### src/rtl/hazard_controller.sv
// Pipeline sequencing controller for a 5-stage core: load-use stalls, taken-branch squashes and
// data-memory freezes, driven from a 3-entry EX/MEM/WB destination scoreboard.
`timescale 1ns/1ps
module hazard_controller #(
  parameter int FLUSH_CYCLES = 1,
  parameter int CNT_W        = 16
) (
  input  logic             clk,
  input  logic             rst,
  input  logic             dec_valid,
  input  logic [4:0]       dec_rs1,
  input  logic [4:0]       dec_rs2,
  input  logic             dec_use_rs1,
  input  logic             dec_use_rs2,
  input  logic [4:0]       dec_rd,
  input  logic             dec_reg_write,
  input  logic             dec_is_load,
  input  logic             ex_branch_taken,
  input  logic             mem_busy,
  output logic             stall_if,
  output logic             stall_id,
  output logic             flush_id,
  output logic             bubble_ex,
  output logic             freeze,
  output logic [CNT_W-1:0] stall_cnt,
  output logic [CNT_W-1:0] flush_cnt
);

  localparam int FC_W = (FLUSH_CYCLES > 1) ? $clog2(FLUSH_CYCLES) : 1;
  localparam logic [FC_W-1:0]  FC_RELOAD = FC_W'(FLUSH_CYCLES - 1);
  localparam logic [FC_W-1:0]  FC_ONE    = FC_W'(32'd1);
  localparam logic [CNT_W-1:0] CNT_MAX   = {CNT_W{1'b1}};
  localparam logic [CNT_W-1:0] CNT_ONE   = CNT_W'(32'd1);

  typedef struct packed {
    logic       valid;
    logic [4:0] rd;
    logic       is_load;
  } sb_entry_t;

  typedef enum logic [0:0] {
    RUN   = 1'b0,
    FLUSH = 1'b1
  } state_t;

  state_t          state_r;
  logic [FC_W-1:0] fc_cnt_r;
  sb_entry_t       sb_ex_r;
  sb_entry_t       sb_mem_r;
  sb_entry_t       sb_wb_r;
  sb_entry_t       dec_entry_s;

  logic hz_mem_s;
  logic hz_br_s;
  logic hz_lu_s;
  logic rs1_hit_s;
  logic rs2_hit_s;
  logic act_br_s;
  logic act_lu_s;

  // The WB entry only retires tracking state; nothing consumes it yet.
  logic unused_wb_s;
  assign unused_wb_s = ^sb_wb_r;

  // Scoreboard entry the ID instruction would occupy once it enters EX.
  always_comb begin
    dec_entry_s         = '0;
    dec_entry_s.valid   = dec_valid && dec_reg_write && (dec_rd != 5'd0);
    dec_entry_s.rd      = dec_rd;
    dec_entry_s.is_load = dec_is_load;
  end

  // Hazard detection and the single action chosen by priority MEMW > BR > LU.
  always_comb begin
    hz_mem_s  = mem_busy;
    hz_br_s   = ex_branch_taken || (state_r == FLUSH);
    rs1_hit_s = dec_use_rs1 && (dec_rs1 != 5'd0) && (dec_rs1 == sb_ex_r.rd);
    rs2_hit_s = dec_use_rs2 && (dec_rs2 != 5'd0) && (dec_rs2 == sb_ex_r.rd);
    hz_lu_s   = dec_valid && sb_ex_r.valid && sb_ex_r.is_load && (rs1_hit_s || rs2_hit_s);
    act_br_s  = !hz_mem_s && hz_br_s;
    act_lu_s  = !hz_mem_s && !hz_br_s && hz_lu_s;
  end

  // Pipeline-register controls, zero-cycle latency from the hazard decision.
  always_comb begin
    stall_if  = 1'b0;
    stall_id  = 1'b0;
    flush_id  = 1'b0;
    bubble_ex = 1'b0;
    freeze    = 1'b0;
    if (rst) begin
      freeze = 1'b0;
    end else if (hz_mem_s) begin
      stall_if = 1'b1;
      stall_id = 1'b1;
      freeze   = 1'b1;
    end else if (hz_br_s) begin
      flush_id  = 1'b1;
      bubble_ex = 1'b1;
    end else if (hz_lu_s) begin
      stall_if  = 1'b1;
      stall_id  = 1'b1;
      bubble_ex = 1'b1;
    end else begin
      freeze = 1'b0;
    end
  end

  // Scoreboard shift; a squashed or stalled ID slot enters EX as a bubble.
  always_ff @(posedge clk) begin
    if (rst) begin
      sb_ex_r  <= '0;
      sb_mem_r <= '0;
      sb_wb_r  <= '0;
    end else if (!hz_mem_s) begin
      sb_wb_r  <= sb_mem_r;
      sb_mem_r <= sb_ex_r;
      sb_ex_r  <= (act_br_s || act_lu_s) ? sb_entry_t'('0) : dec_entry_s;
    end
  end

  // RUN/FLUSH sequencer stretching a taken-branch squash over FLUSH_CYCLES cycles.
  always_ff @(posedge clk) begin
    if (rst) begin
      state_r  <= RUN;
      fc_cnt_r <= '0;
    end else if (!hz_mem_s) begin
      case (state_r)
        RUN: begin
          if (ex_branch_taken && (FLUSH_CYCLES > 1)) begin
            state_r  <= FLUSH;
            fc_cnt_r <= FC_RELOAD;
          end
        end
        FLUSH: begin
          if (ex_branch_taken) begin
            fc_cnt_r <= FC_RELOAD;
          end else if (fc_cnt_r <= FC_ONE) begin
            state_r  <= RUN;
            fc_cnt_r <= '0;
          end else begin
            fc_cnt_r <= fc_cnt_r - FC_ONE;
          end
        end
        default: begin
          state_r  <= RUN;
          fc_cnt_r <= '0;
        end
      endcase
    end
  end

  // Saturating performance counters.
  always_ff @(posedge clk) begin
    if (rst) begin
      stall_cnt <= '0;
      flush_cnt <= '0;
    end else begin
      if ((hz_mem_s || act_lu_s) && (stall_cnt != CNT_MAX)) begin
        stall_cnt <= stall_cnt + CNT_ONE;
      end
      if (ex_branch_taken && !hz_mem_s && (flush_cnt != CNT_MAX)) begin
        flush_cnt <= flush_cnt + CNT_ONE;
      end
    end
  end

endmodule

### config.mk
export PLATFORM = sky130hd
export DESIGN_NAME = hazard_controller
export DESIGN_NICKNAME = d
export VERILOG_FILES = /design/src/rtl/hazard_controller.sv
export SDC_FILE = /design/constraint.sdc
export NUM_CORES = 1
export LEC_CHECK = 0
export ABC_CLOCK_PERIOD_IN_PS = 2370
export CORE_MARGIN = 2
export CORE_UTILIZATION = 49
export CTS_BUF_LIST = sky130_fd_sc_hd__clkbuf_4 sky130_fd_sc_hd__clkbuf_8
export DETAILED_ROUTE_END_ITERATION = 7
export PLACE_DENSITY = 0.93
export SLEW_MARGIN = 0
export SYNTH_ARGS = -nofsm -noshare
export SYNTH_HDL_FRONTEND = slang
export SYNTH_SLANG_ARGS = --single-unit
### constraint.sdc
create_clock -name clk -period 2.37 [get_ports clk]
set_input_delay 0.474 -clock clk [delete_from_list [all_inputs] [get_ports clk]]
set_output_delay 0.474 -clock clk [all_outputs]
set_load 0.05 [all_outputs]
; ---- Word-level counts from Yosys, hierarchy flattened
; Index checks and enable logic that the tools add are counted.
[totals]
ff_bits = 41
input_bits = 24
out_inout_bits = 37
wordCells = 59
[classes]
add_sub_neg = 3
magnitude_cmp = 1
n_eq_ne = 4
mux = 18
n_bitwise = 1
n_reduce_logical = 25
[op_table]
columns = op, n
row1 = $add A16 B1 Y16 const B, 2
row2 = $ne A16 B16 Y1 const B, 2
row3 = $mux W1, 17
row4 = $logic_and A1 B1 Y1, 15
row5 = $reduce_bool A5 Y1, 3
row6 = $eq A5 B5 Y1, 2
row7 = $mux W7, 1
row8 = $logic_or A1 B1 Y1, 4
row9 = $logic_not A1 Y1, 2
row10 = $reduce_and A2 Y1, 1
row11 = $le A1 B1 Y1 const B, 1
row12 = $not A1 Y1, 1
row13 = $sub A1 B1 Y1 const B, 1

; ---- Longest topological paths before layout
; Gate-level depths: netlist (run 1).
[depth]
depth_word = 9
mapped_depth = 8
ltp_nobuf = 7

; ---- Worst setup path before layout (run 1)
; Ideal clock, no wire load.
[synth_path]
path_type = input to output
start = input dec_rs2[2]
end = output stall_if
t_arrival_ns = 2.433
t_required_ns = 1.896
setup_slack_ns = -0.537
stages = 8
path_buffers = 3
path_cell_list = xor2_1 nor3_2 and3_2 a311oi_4 buf_6 buf_4 nor2_1 buf_4
[synth_via]
elab_chain_cells = 9
word_cells_on_any_way = 10
classes_between = eq/ne: 1 / mux: 4 / reduce/logical: 5
[synth_lines]
columns = element, line_no
row1 = from (decl), 12  ; input logic [4:0] dec_rs2,
row2 = $reduce_bool A5 Y1, 78  ; rs2_hit_s = dec_use_rs2 && (dec_rs2 != 5'd0) && (dec_rs2 == sb_ex_r.rd);
row3 = $logic_and A1 B1 Y1, 78
row4 = $logic_and A1 B1 Y1 *, 78
row5 = $logic_or A1 B1 Y1 *, 79  ; hz_lu_s = dec_valid && sb_ex_r.valid && sb_ex_r.is_load && (rs1_hit_s || rs2_hit_s);
row6 = $logic_and A1 B1 Y1 *, 79
row7 = $mux W1 * (4 in series), n/a
row8 = to (decl), 20  ; output logic stall_if,
; Mark *: on every way between the ends. The rest lies on a longest branch, timed or not.

; ---- Worst setup path after layout (run 1)
[layout_path]
start = register sb_ex_r[4] in the netlist's numbering
end = output stall_id
[layout_via]
elab_chain_cells = 8
word_cells_on_any_way = 10
classes_between = eq/ne: 2 / mux: 4 / reduce/logical: 4
[layout_lines]
columns = element, line_no
row1 = from (decl), 48  ; sb_entry_t sb_ex_r;
row2 = from (signal assigned), 118  ; sb_ex_r <= (act_br_s || act_lu_s) ? sb_entry_t'('0) : dec_entry_s;
row3 = $eq A5 B5 Y1 (on tied branches), "77, 78"
row4 = $logic_and A1 B1 Y1 (on tied branches), "77, 78"
row5 = $logic_or A1 B1 Y1 *, 79
row6 = $logic_and A1 B1 Y1 *, 79
row7 = $mux W1 *, 100  ; end else if (hz_lu_s) begin
row8 = $mux W1 *, 97  ; end else if (hz_br_s) begin
row9 = $mux W1 *, 93  ; end else if (hz_mem_s) begin
row10 = $mux W1 *, 91  ; if (rst) begin
row11 = to (decl), 21  ; output logic stall_id,
; Marked as above.

==> impl_results.md, run 1 <==
- Detailed-placement wirelength estimate: 4000 um
- Worst Clk Skew: 0.00753 ns
- Num rows: 23
- Final hold violation count: 0
- Crit path required time: 1.90 ns
- DP Area: 2860 sq um
- Flip-flop and latch area: 811 sq um
- Starting DRC count in detailed routing: 163
- Failing checks: negative setup slack
- Hold EP: sb_ex_r[6]$_SDFFE_PP0N_
- Final WS setup: -0.0335 ns
- XOR/XNOR Fraction of Synth Area: 9.60%
- Mapped Nets: 269
- Clock root buffer: clkbuf_8
- Setup repair after global routing missed its margin: yes
- Final Power: 0.00157 W
- Register bit total from synthesis: 40
- NumNets Final: 341
- Initial antenna violation count: 0
- R2r setup slk: 0.04 ns
- Layout cells sized above 1: 20.0%
- Mux cell area share after synthesis: 1.01%
- I/O Pins: 61
- CTS Buffer Depth: 2
- Area of the multi-input gates: 1320 sq um
- Detailed-route via count: 2,170
- # hold bufs at CTS: 0
- Final design utilization: 76.5%
- Ys flop type: dfxtp_1
- DR pass1 iterations: 4
- Syn Std Cell Area: 2100 sq um
- Final setup viols: 3
- Layout fillers: 278
- Clock-pin slew on the worst setup and hold paths: 0.08 ns
- Diode count: 0
- Post-Place Cells: 355
- Core Area: 4060 sq um
- Initial Util: 51.7%
- Max-slew violations: 0
- Slew @ Worst Pin: 1.05 ns
- Class of the worst hold path: register to register
- Worst R2R Path Depth: 9
- Syn avg cell area: 8.63 sq um
- Post-Synth Simple-Gate Area: 31.2%
- Synth cell types: 44
- Routed WL per cell: 16.2 um
- Tightest hold margin: 0.486 ns
- Die width: 69.4 um
- CP arrival: 1.93 ns
- CTS tree: done
- Post-route ant nets: 0
- Commonest non-fill, non-tap cell in the layout: clkdlybuf4s50_1
- Rel. slew slack: 29.1%
- DRC violations left: 0
- Reg2reg start: sb_ex_r[4]$_SDFFE_PP0N_
- Most frequent cells in the layout: clkdlybuf4s50_1, dfxtp_1, nor2_1
- Fin crit period: 2.40 ns
- Die height: 69.4 um
- Global placer's final weighted congestion: 0.834
- Compound-Gate Fraction of Synth Area: 14.7%
- WHS Path Cells: 2
- Cells after synthesis: 243
- Startpoint Class: register
- Status: finished, violations left
- Final Cycle Share: 101%
- Synth Area in Adders: 1.19%
- Non-filler cells, final: 365
- CP endpoint kind: primary output
- Post-Route WL: 5900 um
- Finished Cell Area: 3100 sq um
- Buffers on Ports: 60
- Clock Sinks: 40
- Synth Warn #: 0
- Fmax achieved: 416 MHz
- Num CTS Buffers: 5
- Avg Vias per Cell: 5.95
- # H-tree levels: 2
- Min-delay src: sb_ex_r[6]$_SDFFE_PP0N_
- Peak VDD IR: 0.371 mV
- Worst R2R End: stall_cnt[3]$_SDFFE_PP0P_
- Area Growth Syn to Fin: 47.9%
- Die area: 4820 sq um
- Post-synthesis sequential area ratio: 38.2%
- Number of synthesized flops with an enable pin: 0
- Largest family of logic cells by synthesized area: simple AND/OR/NAND/NOR gates
- First-pass GRT wire length: 9480 um
- Largest net degree at the start of global routing: 27
- Number of global-route vias before repair: 1,976
- Grt ovf: 0
- Total Routing Usage GR: 24.0%
- Max Cap Viol: 0
- WS Path Type: register to primary output
- Clock Latency Late Sink: 0.30 ns
- Largest fanout on the critical path: 4
- Ys async rst share: 0%
- Power density cells: 505 nW/um^2
- Leakage: 1.12 nW
cell type report:
type | count | share of cell area (%)
inverters | 5 | 0.605
flip-flops and latches | 40 | 26.1
clock buffers | 5 | 2.22
repair buffers | 77 | 24.6
well taps | 50 | 2.02
multi-input cells | 186 | 42.5
clock inverters | 2 | 1.93
worst max-delay path by stage:
stage                             from                       to  slack, ns  depth (start not counted)
2_1_floorplan               dec_rs1[2]                 stall_if     -0.004                          8
3_3_place_gp                dec_rs2[0]                 stall_id      -0.29                          7
3_5_place_dp                dec_rs2[0]  sb_ex_r[2]$_SDFFE_PP0N_      -0.34                          7
4_1_cts        sb_ex_r[1]$_SDFFE_PP0N_                bubble_ex      0.004                          7
5_1_grt        sb_ex_r[4]$_SDFFE_PP0N_                 stall_id      -0.08                          7
6_report       sb_ex_r[4]$_SDFFE_PP0N_                 stall_id      -0.03                          7
cells in the mapped netlist (2+ instances only):
cell	instances	area, sq um
a21oi_1	15	75.1
or3_1	2	12.5
a22o_1	6	52.6
and3_1	7	43.8
o21ai_0	6	30.0
buf_6	2	22.5
o31ai_1	10	75.1
xnor2_1	6	52.6
inv_1	5	18.8
nand3_1	15	75.1
nand2b_1	2	12.5
nor3_2	3	30.0
ha_1	2	25.0
or4_1	12	90.1
and3_4	2	22.5
clkbuf_1	7	26.3
xor2_1	17	149
and3b_1	2	17.5
nor4_1	2	12.5
dfxtp_1	40	801
nor2b_1	4	25.0
nand2_1	15	56.3
nand4_1	9	56.3
buf_4	2	15.0
nor2_1	26	97.6
and4_1	3	26.3
nor3_1	4	20.0
report_power, final:
group	internal, W	switching (W)
clock	0.000415	0.000245
sequential	0.000680	0.0000160
combinational	0.000102	0.000111
total	0.00120	0.000372
worst max-delay path, cell delays in order, from the launching register on:
cell      delay (ns)
dfxtp_4         0.38
xor2_2          0.16
nor3_2          0.27
buf_4           0.16
and4b_1         0.23
a311oi_4        0.06
nor2_4          0.18
buf_6           0.18
repair_timing:
item | 4_1_cts | 5_1_grt
setup buffers | 2 | 1
pin swaps | 14 | 11
endpoints found under the setup margin | 9 | 4
hold endpoints to repair | 0 | 0
gates resized for setup | 34 | 11
state kept, by name, indices dropped and copies added, names as in the netlist:
signal	count
flush_cnt	16
state_r	1
stall_cnt	16
sb_ex_r	7
through the flow:
stage	setup slack, ns	setup TNS [ns]
5_1_grt	-0.0780	-0.237
6_report	-0.0335	-0.0593
2_1_floorplan	-0.00447	-0.00447
3_5_place_dp	-0.337	-5.65
4_1_cts	0.00371	0
3_3_place_gp	-0.292	-4.20
logic make-up (layout without fill, tap and decap cells):
group                      after synthesis  in the layout
DFF                                     40             40
xor gates and xnor gates                23             23
adders and majority gates                2              2
muxes                                    2              2
AOI/OAI and AO/OA                       44             44
and+or+nand+nor                        115            115
buffers and inverters                   17             89
routing by layer:
metal  part of all wire, %  global-route usage [%]  wire length [um]  up-vias
met1                    42                    30.3              2510     1037
met5                     0                       0                 0        -
li1                      -                       -                 -     1032
met3                   5.2                    4.22               308       16
met2                    49                    40.2              2920       85
met4                   2.8                    10.2               167        0
Power figures use the tool's default switching activity.
==> run 2, diff against run 1 <==
--- a/config.mk
+++ b/config.mk
@@ -6,7 +6,7 @@
 export NUM_CORES = 1
 export LEC_CHECK = 0
 export ABC_CLOCK_PERIOD_IN_PS = 2370
-export CORE_MARGIN = 2
+export CORE_MARGIN = 5
 export CORE_UTILIZATION = 49
 export CTS_BUF_LIST = sky130_fd_sc_hd__clkbuf_4 sky130_fd_sc_hd__clkbuf_8
 export DETAILED_ROUTE_END_ITERATION = 7
==> impl_results.md, run 2 (same netlist as run 1, synthesis figures left out) <==
- Area Growth Syn to Fin: 46.9%
- Fin crit period: 2.36 ns
- Core Area: 4090 sq um
- Layout fillers: 321
- Routed WL per cell: 16.5 um
- Registers with the most flip-flops: flush_cnt x16, stall_cnt x16, sb_ex_r x7
- Post-Route WL: 6100 um
- Final hold violation count: 0
- Clock-pin slew on the worst setup and hold paths: 0.08 ns
- Flip-flop and latch area: 811 sq um
- Layout cells sized above 1: 20.1%
- Area of the multi-input gates: 1320 sq um
- Crit path required time: 1.90 ns
- DRC violations left: 0
- CP arrival: 1.89 ns
- Avg Vias per Cell: 5.85
- Num CTS Buffers: 5
- Total Routing Usage GR: 21.6%
- Diode count: 0
- DR pass1 iterations: 4
- Clock root buffer: clkbuf_8
- DP Area: 2860 sq um
- Startpoint Class: primary input
- Post-Place Cells: 357
- First-pass GRT wire length: 9370 um
- Leakage: 1.13 nW
- Setup WS pre-CTS: -0.312 ns
- Fmax achieved: 424 MHz
- Max-slew violations: 0
- Die area: 5690 sq um
- Critical path destination: bubble_ex
- Num rows: 23
- R2r setup slk: 0.14 ns
- Non-filler cells, final: 369
- Grt ovf: 0
- Most frequent cells in the layout: clkdlybuf4s50_1, dfxtp_1, nor2_1
- CP endpoint kind: primary output
- I/O Pins: 61
- Peak VDD IR: 0.359 mV
- Clock Latency Late Sink: 0.30 ns
- Detailed-placement wirelength estimate: 4300 um
- Global placer's final weighted congestion: 0.810
- Class of the worst hold path: register to register
- Final Cycle Share: 99.6%
- Setup repair after global routing missed its margin: yes
- Worst path depth: 8
- Finished Cell Area: 3080 sq um
- Rel. slew slack: 57.7%
- Critical-path top delay cell: dlygate4sd2_1
- CTS tree: done
- Largest net degree at the start of global routing: 31
- Post-route ant nets: 0
- Starting DRC count in detailed routing: 150
- CP max stage delay: 0.25 ns
- CP Cell Sequence: dlygate4sd2_1, or2_4, o21ai_4, nand4_1, a21oi_2, nor3_2, nor3_4, buf_12
- Initial Util: 51.3%
- Final setup viols: 0
- Crit path launch: dec_rs2[4]
- Reg2reg start: sb_ex_r[3]$_SDFFE_PP0N_
- Slew @ Worst Pin: 0.628 ns
- Power density cells: 454 nW/um^2
- Detailed-route via count: 2,158
- Number of global-route vias before repair: 2,046
- # hold bufs at CTS: 0
- WS Path Type: primary input to primary output
- Worst R2R Path Depth: 8
- Largest fanout on the critical path: 2
- Clock Sinks: 40
- Initial antenna violation count: 0
- CTS Buffer Depth: 2
- Worst R2R End: stall_cnt[13]$_SDFFE_PP0P_
- Buffers on Ports: 60
- Status: complete, no violations
- Max Cap Viol: 0
- Die width: 75.4 um
- Die height: 75.4 um
- Crit-path leading delay family: simple AND/OR/NAND/NOR gates
- Worst Clk Skew: 0.00826 ns
- Commonest non-fill, non-tap cell in the layout: clkdlybuf4s50_1
- Worst path bufs/invs: 2
- Final WS setup: 0.00964 ns
- # H-tree levels: 2
- NumNets Final: 344
[run 2: metal layers]
layer	wire length [um]	vias to the layer above	GRT usage (%)
li1	-	1035	-
met1	2520	1047	25.6
met2	3140	63	38.0
met3	297	13	5.41
met4	136	0	7.57
met5	0	-	0
[run 2: worst min path at each step]
stage	start	end	slack, ns	depth (start not counted)
finish	stall_cnt[8]$_SDFFE_PP0P_	stall_cnt[8]$_SDFFE_PP0P_	0.49	2
global route	sb_ex_r[6]$_SDFFE_PP0N_	sb_ex_r[6]$_SDFFE_PP0N_	0.53	2
CTS	sb_ex_r[6]$_SDFFE_PP0N_	sb_ex_r[6]$_SDFFE_PP0N_	0.49	2
detailed placement	sb_ex_r[6]$_SDFFE_PP0N_	sb_ex_r[6]$_SDFFE_PP0N_	0.47	2
global placement	sb_ex_r[6]$_SDFFE_PP0N_	sb_ex_r[6]$_SDFFE_PP0N_	0.45	2
floorplan	sb_ex_r[6]$_SDFFE_PP0N_	sb_ex_r[6]$_SDFFE_PP0N_	0.44	2
[run 2: per-stage QoR]
stage / setup TNS (ns) / hold WS [ns] / util (%) / total power [W]
4_1_cts: -0.0404 / 0.489 / 73.6 / 0.00140
6_report: 0 / 0.493 / 75.4 / 0.00140
5_1_grt: -0.189 / 0.528 / 75.4 / 0.00146
2_1_floorplan: -0.00447 / 0.441 / - / 0.000811
3_3_place_gp: -2.64 / 0.452 / 70.0 / 0.000897
3_5_place_dp: -4.51 / 0.466 / 70.0 / 0.000904
[run 2: repair_timing]
item,in CTS,in global routing
buffers inserted,2,3
gates resized for setup,27,14
pin swaps,15,9
endpoints found under the hold margin,0,0
setup endpoints to repair,3,3
[run 2: power by group]
group | switching [W] | total (W) | internal, W
combinational | 0.000111 | 0.000211 | 0.0000996
clock | 0.000244 | 0.000492 | 0.000248
sequential | 0.0000165 | 0.000696 | 0.000680
[run 2: final cells by class]
class	count	share of cell area, %
multi-input combinational	186	42.8
sequential	40	26.3
timing repair buffer	80	25.1
clock buffer	7	2.92
tap	50	2.03
inverter	5	0.609
clock inverter	1	0.244
[run 2: worst register-to-register path, cell delays in order (launching register included)]
cell      delay [ns]
dfxtp_4         0.37
xor2_2          0.15
nor3_2          0.25
buf_4           0.15
and3_4          0.18
a311oi_4        0.10
buf_4           0.24
or4_1           0.53
a21oi_1         0.17
